## config.mk

```make
export PLATFORM = sky130hd
export DESIGN_NAME = bus_arbiter
export DESIGN_NICKNAME = d
export VERILOG_FILES = /design/src/rtl/bus_arbiter.sv
export SDC_FILE = /design/constraint.sdc
export NUM_CORES = 1
export LEC_CHECK = 0
export BUFFER_PORTS_ARGS = -buffer_cell sky130_fd_sc_hd__buf_2
export CORE_UTILIZATION = 30
export CTS_CLUSTER_DIAMETER = 120
export DETAILED_ROUTE_END_ITERATION = 10
export PLACE_DENSITY = 0.57
export SYNTH_ARGS = -nofsm -noshare
export SYNTH_HDL_FRONTEND = slang
export SYNTH_SLANG_ARGS = --single-unit
export TNS_END_PERCENT = 100
```

## constraint.sdc

```tcl
create_clock -name clk -period 1.5 [get_ports clk]
set_clock_uncertainty 0.05 [all_clocks]
set_input_delay 0.225 -clock clk [delete_from_list [all_inputs] [get_ports clk]]
set_output_delay 0.225 -clock clk [all_outputs]
set_load 0.005 [all_outputs]
```

## src/rtl/bus_arbiter.sv

```systemverilog
// ----------------------------------------------------------------------------
// bus_arbiter
//
// Two-master bus arbiter with round-robin tie breaking, a bounded hold
// time and a mandatory turnaround cycle between owners.
//
// A master raises its request and keeps it high for the whole transaction.
// It may mark its final cycle with last_mx. The current owner keeps the bus
// until one of these happens:
//   - it drops its request,
//   - it marks its last cycle, or
//   - it has held the bus for MAX_HOLD cycles while the other master waits.
// Ownership never moves directly from one master to the other. Every hand
// over goes through IDLE, so both grants are low for at least one cycle.
//
// Parameters
//   MAX_HOLD  grant cycles allowed before a forced release (2..256)
//   CNT_W     hold-counter width, 2**CNT_W >= MAX_HOLD
//
// Ports
//   clk            rising-edge clock
//   rst            synchronous active-high reset
//   req_m1/req_m2  bus requests from master1 / master2
//   last_m1/last_m2  final-cycle markers, only honoured while granted
//   gnt_m1/gnt_m2  registered grants, mutually exclusive
//   master_select  bus mux select (0 = master1, 1 = master2), held in IDLE
//   bus_busy       registered OR of the two grants
//   timeout        one-cycle pulse alongside a forced release
// ----------------------------------------------------------------------------
module bus_arbiter #(
  parameter int MAX_HOLD = 8,
  parameter int CNT_W    = 8
) (
  input  logic clk,
  input  logic rst,
  input  logic req_m1,
  input  logic req_m2,
  input  logic last_m1,
  input  logic last_m2,
  output logic gnt_m1,
  output logic gnt_m2,
  output logic master_select,
  output logic bus_busy,
  output logic timeout
);

  // Counter value reached on the MAX_HOLD-th grant cycle.
  localparam logic [CNT_W-1:0] HOLD_LAST = CNT_W'(MAX_HOLD - 1);

  typedef enum logic [1:0] {
    IDLE   = 2'd0,
    OWN_M1 = 2'd1,
    OWN_M2 = 2'd2
  } state_t;

  state_t           r_state;
  logic [CNT_W-1:0] r_cnt;
  logic             r_last_owner;     // 0 = master1, 1 = master2
  logic             r_gnt_m1;
  logic             r_gnt_m2;
  logic             r_master_select;
  logic             r_bus_busy;
  logic             r_timeout;

  // Per-master views of the inputs, indexed 0 = master1, 1 = master2, so the
  // ownership logic below can be written once for both owners.
  logic [1:0] w_req;
  logic [1:0] w_last;

  genvar gi;
  generate
    for (gi = 0; gi < 2; gi++) begin : g_master
      if (gi == 0) begin : g_m1
        assign w_req[gi]  = req_m1;
        assign w_last[gi] = last_m1;
      end else begin : g_m2
        assign w_req[gi]  = req_m2;
        assign w_last[gi] = last_m2;
      end
    end
  endgenerate

  // Index of the current owner. It is only meaningful in OWN_M1 / OWN_M2.
  logic w_owner;
  logic w_own_req;
  logic w_own_last;
  logic w_other_req;
  logic w_hold_full;
  logic w_forced;
  logic w_release;
  logic w_any_req;
  logic w_pick;

  assign w_owner     = (r_state == OWN_M2);
  assign w_own_req   = w_req[w_owner];
  assign w_own_last  = w_last[w_owner];
  assign w_other_req = w_req[~w_owner];
  assign w_hold_full = (r_cnt == HOLD_LAST);

  // A release counts as forced only if the owner would otherwise have kept
  // the bus. A voluntary release on the same cycle does not raise timeout.
  assign w_forced  = w_hold_full & w_other_req & w_own_req & ~w_own_last;
  assign w_release = ~w_own_req | w_own_last | w_forced;

  // IDLE choice. A single requester wins outright. On a tie, the master
  // that did not own the bus last time wins.
  assign w_any_req = |w_req;
  assign w_pick    = (w_req[0] & w_req[1]) ? ~r_last_owner : w_req[1];

  always_ff @(posedge clk) begin
    if (rst) begin
      r_state         <= IDLE;
      r_cnt           <= '0;
      r_last_owner    <= 1'b1;        // master1 wins the first tie
      r_gnt_m1        <= 1'b0;
      r_gnt_m2        <= 1'b0;
      r_master_select <= 1'b0;
      r_bus_busy      <= 1'b0;
      r_timeout       <= 1'b0;
    end else begin
      r_timeout <= 1'b0;
      case (r_state)
        IDLE: begin
          r_cnt <= '0;
          if (w_any_req) begin
            r_state         <= w_pick ? OWN_M2 : OWN_M1;
            r_gnt_m1        <= ~w_pick;
            r_gnt_m2        <= w_pick;
            r_master_select <= w_pick;
            r_bus_busy      <= 1'b1;
            r_last_owner    <= w_pick;
          end
        end

        OWN_M1, OWN_M2: begin
          if (w_release) begin
            // master_select keeps its value so the mux stays stable in IDLE.
            r_state    <= IDLE;
            r_gnt_m1   <= 1'b0;
            r_gnt_m2   <= 1'b0;
            r_bus_busy <= 1'b0;
            r_timeout  <= w_forced;
            r_cnt      <= '0;
          end else if (!w_hold_full) begin
            r_cnt <= r_cnt + 1'b1;
          end
        end

        default: begin
          r_state    <= IDLE;
          r_gnt_m1   <= 1'b0;
          r_gnt_m2   <= 1'b0;
          r_bus_busy <= 1'b0;
          r_cnt      <= '0;
        end
      endcase
    end
  end

  assign gnt_m1        = r_gnt_m1;
  assign gnt_m2        = r_gnt_m2;
  assign master_select = r_master_select;
  assign bus_busy      = r_bus_busy;
  assign timeout       = r_timeout;

  // Structural invariants of the registered outputs.
  a_params : assert property (@(posedge clk)
    (MAX_HOLD >= 2) && (MAX_HOLD <= 256) && ((2 ** CNT_W) >= MAX_HOLD));

  a_grant_exclusive : assert property (@(posedge clk) disable iff (rst)
    !(r_gnt_m1 && r_gnt_m2));

  a_busy_matches : assert property (@(posedge clk) disable iff (rst)
    r_bus_busy == (r_gnt_m1 | r_gnt_m2));

endmodule
```

==> results.py <==
metrics = {
    "outcome": {
        "result_of_the_run": "finished, violations left",
        "failed_checks": "negative setup slack",
    },
    "place": {
        "routabilityCongestion": 0.746,
        "post-dp-hpwl_um": 1100,
        "dpl_worst_slack_ns": -0.0698,
        "postPlaceCellArea_um2": 881,
        "number_of_buffers_inserted_by_port_buffering": 10,
    },
    "final_layout": {
        "fin_area_um2": 948,
        "drive_above_1_share_pct": 39.0,
        "layout.core_utilization_pct": 42.1,
        "final_nets": 110,
        "signed_area_change_from_the_synthesized_netlist_to_the_final_layout_pct": 29.4,
        "filler_cell_count": 239,
        "n_antenna_cell": 0,
        "layout_commonest_cell": "dfxtp_1",
        "most-common-layout-cells": "12 x dfxtp_1, 10 x nor2_1, 10 x buf_2",
    },
    "synth": {
        "muxShareOfSynthArea_pct": 2.73,
        "top_area_cell_type_share_of_the_netlist_area_pct": 38.2,
        "netlist.top_cell.by_area": "dfxtp_1",
        "mappedNetlistNets": 88,
        "synth_seq_cells": 14,
        "syn-mean-instance-area_um2": 9.28,
        "post_synth_fa_ha_maj_area_fraction_pct": 5.12,
        "synth_compound_area_share_pct": 15.2,
        "cell_variety_after_synth": 33,
        "synth_top_family_by_area": "simple AND/OR/NAND/NOR gates",
        "yosys.area_share.simple_pct": 28.2,
        "seq_area_frac_synth_pct": 38.2,
        "synth_xor_xnor_area_share_pct": 8.36,
        "post_synth_instance_area_um2": 733,
        "syn-instance-count": 79,
        "synth-warning-count": 0,
        "cell_types_with_the_largest_area_share_after_synthesis": "dfxtp_1 38%, xor2_1 6.0%, ha_1 5.1%",
    },
    "sta": {
        "report.final.slew_viol_count": 0,
        "hold_viol_final": 0,
        "max_slew_margin_pct": 83.2,
        "tightestPinTransition_ns": 0.251,
        "grt_setup_unrepaired": "yes",
        "setup_viol": 5,
        "tns_ns": -0.120,
        "worst_setup_margin_ns": -0.0510,
        "max_freq_mhz": 645,
        "layout_min_cycle_time_ns": 1.55,
        "final.period_utilization_pct": 103,
    },
    "floorplanning": {
        "die-height_um": 51.4,
        "boundary_pins": 11,
        "std_cell_rows": 17,
        "die_width_um": 51.4,
        "die-area_um2": 2650,
        "initial_core_util_pct": 32.5,
        "core_region_area_um2": 2250,
    },
    "worst_setup_path": {
        "critical_path.top_delay_family": "simple AND/OR/NAND/NOR gates",
        "cp_max_fo": 4,
        "critical_path.n_buffers_inverters": 1,
        "crit_required_ns": 1.66,
        "startpoint_type": "flop",
        "worst-setup-path-type": "reg -> reg",
        "slowest_delay_ns": 0.38,
        "endpoint_kind": "flop",
        "timing.critical_path.cells": "inv_2, ha_4, and4b_1, a31oi_2, or3_4, a21oi_2",
        "cpMaxStageDelayCell": "dfxtp_4",
        "crit_arrival_ns": 1.71,
    },
    "grt": {
        "antenna_found_initial": 0,
        "grt_max_degree": 10,
        "grt_remaining_overflow": 0,
        "grt_first_pass_wirelength_um": 2460,
        "grt_use_total_pct": 12.8,
        "first_global_vias": 612,
    },
    "detailed_routing": {
        "drt.antenna.violating_nets": 0,
        "drt-initial-drc-count": 9,
        "totalWireLength_um": 1420,
        "drt-vias-per-instance": 5.00,
        "first_pass_iters": 4,
        "drc_errors": 0,
        "wl_per_cell_um": 11.1,
        "vias": 640,
    },
    "pwr": {
        "leakage_nw": 0.381,
        "pwr_density_cell_nw_per_um2": 878,
        "switching_power_w": 0.000211,
        "internal_power_summed_over_all_cells_w": 0.000622,
        "peakVddDrop_mv": 0.611,
        "combinational_share_of_power_pct": 19.7,
        "power.share.clock_pct": 32.2,
        "sequential_fraction_of_design_power_pct": 48.1,
        "switching_share_pct": 25.3,
    },
    "flow_run": {
        "cap_violations": 0,
    },
    "clock_network": {
        "clock-root-buffer": "clkbuf_4",
        "htreeDepth": 1,
        "clk-insertion-delay-late_ns": 0.28,
        "cts-buffers-inserted": 3,
        "clock_sink_count": 14,
        "clkTransAtPathRegs_ns": 0.09,
        "cts_hold_repair.buffers": 0,
        "cts_tree": "done",
        "cts-root-to-sink-buffers": 2,
    },
    "min_path": {
        "min_path_type": "in -> reg",
    },
}
## metrics by stage
step | cells | hold slack (ns) | total power (W)
2_1_floorplan | 79 | 0.237 | 0.000509
3_3_place_gp | 123 | 0.410 | 0.000564
3_5_place_dp | 123 | 0.414 | 0.000564
4_1_cts | 128 | 0.147 | 0.000847
5_1_grt | 128 | 0.167 | 0.000887
6_report | 128 | 0.163 | 0.000833
## flip-flops by register name, summed over array words and instances, names as in the netlist
signal / cells
bus_busy: 1
r_state: 2
r_last_owner: 1
r_cnt: 8
timeout: 1
master_select: 1
## routing by layer
layer,GRT usage [%],vias up,routed length [um]
met5,0,-,0
li1,-,328,-
met2,22.7,12,699
met1,13.5,298,637
met3,5.36,2,69
met4,4.05,0,15
## cell usage after synthesis
cell type	count
dfxtp_1	14
nor2_1	10
nand3_1	7
a21oi_1	5
xor2_1	5
ha_1	3
inv_1	3
nand2_1	3
and3_1	2
mux2i_1	2
o21ai_0	2
xnor2_1	2
a211oi_2	1
a21oi_2	1
a31o_2	1
a31oi_1	1
a31oi_2	1
a32oi_1	1
and2_1	1
and4_4	1
and4b_1	1
buf_2	1
nand3b_1	1
nand4_1	1
nor3b_1	1
nor3b_2	1
nor4b_4	1
o211ai_1	1
o21ai_1	1
o22ai_1	1
or2_2	1
or2b_1	1
or3_4	1
## power by group through the flow
stage / Combinational, W / Sequential (W) / Clock, W
after CTS: 0.000164 / 0.000401 / 0.000282
after global routing: 0.000184 / 0.000405 / 0.000298
after global placement: 0.000155 / 0.000410 / 0
final: 0.000164 / 0.000401 / 0.000268
after detailed placement: 0.000154 / 0.000410 / 0
after floorplan: 0.0000961 / 0.000413 / 0
## kinds of logic after synthesis
group | count (synthesis)
and+or+nand+nor | 33
AOI/OAI and AO/OA | 16
buffers and inverters | 4
DFF | 14
muxes | 2
xor gates and xnor gates | 7
adders and majority gates | 3
## path summary, 6_finish.rpt
kind | startpoint | end | slack [ns] | cells after the start
max | r_state[1] | r_cnt[2] | -0.05 | 6
min | rst | bus_busy | 0.16 | 2
max reg2reg | r_state[1] | r_cnt[2] | -0.05 | 6
min reg2reg | bus_busy | bus_busy | 0.42 | 2
## cell type report
cell class | instances | area [um^2] | share of cell area, %
Timing Repair Buffer | 18 | 110 | 11.6
Clock buffer | 4 | 36.3 | 3.83
Sequential cell | 14 | 285 | 30.1
Inverter | 3 | 11.3 | 1.19
Multi-Input combinational cell | 61 | 470 | 49.6
Tap cell | 28 | 35.0 | 3.69
## worst register-to-register path, cell delays in order (launching register included)
cell,delay (ns)
dfxtp_4,0.38
inv_2,0.04
ha_4,0.25
and4b_1,0.22
a31oi_2,0.07
or3_4,0.37
a21oi_2,0.11
## timing repair
| item | 4_1_cts | 5_1_grt |
|---|---|---|
| endpoints found under the hold margin | 0 | 0 |
| setup endpoints to repair | 10 | 12 |
| resized for setup | 4 | 1 |
| setup buffers | 1 | 0 |
| pin swaps | 1 | 5 |
Note: power is estimated with default switching activity, not from simulation.
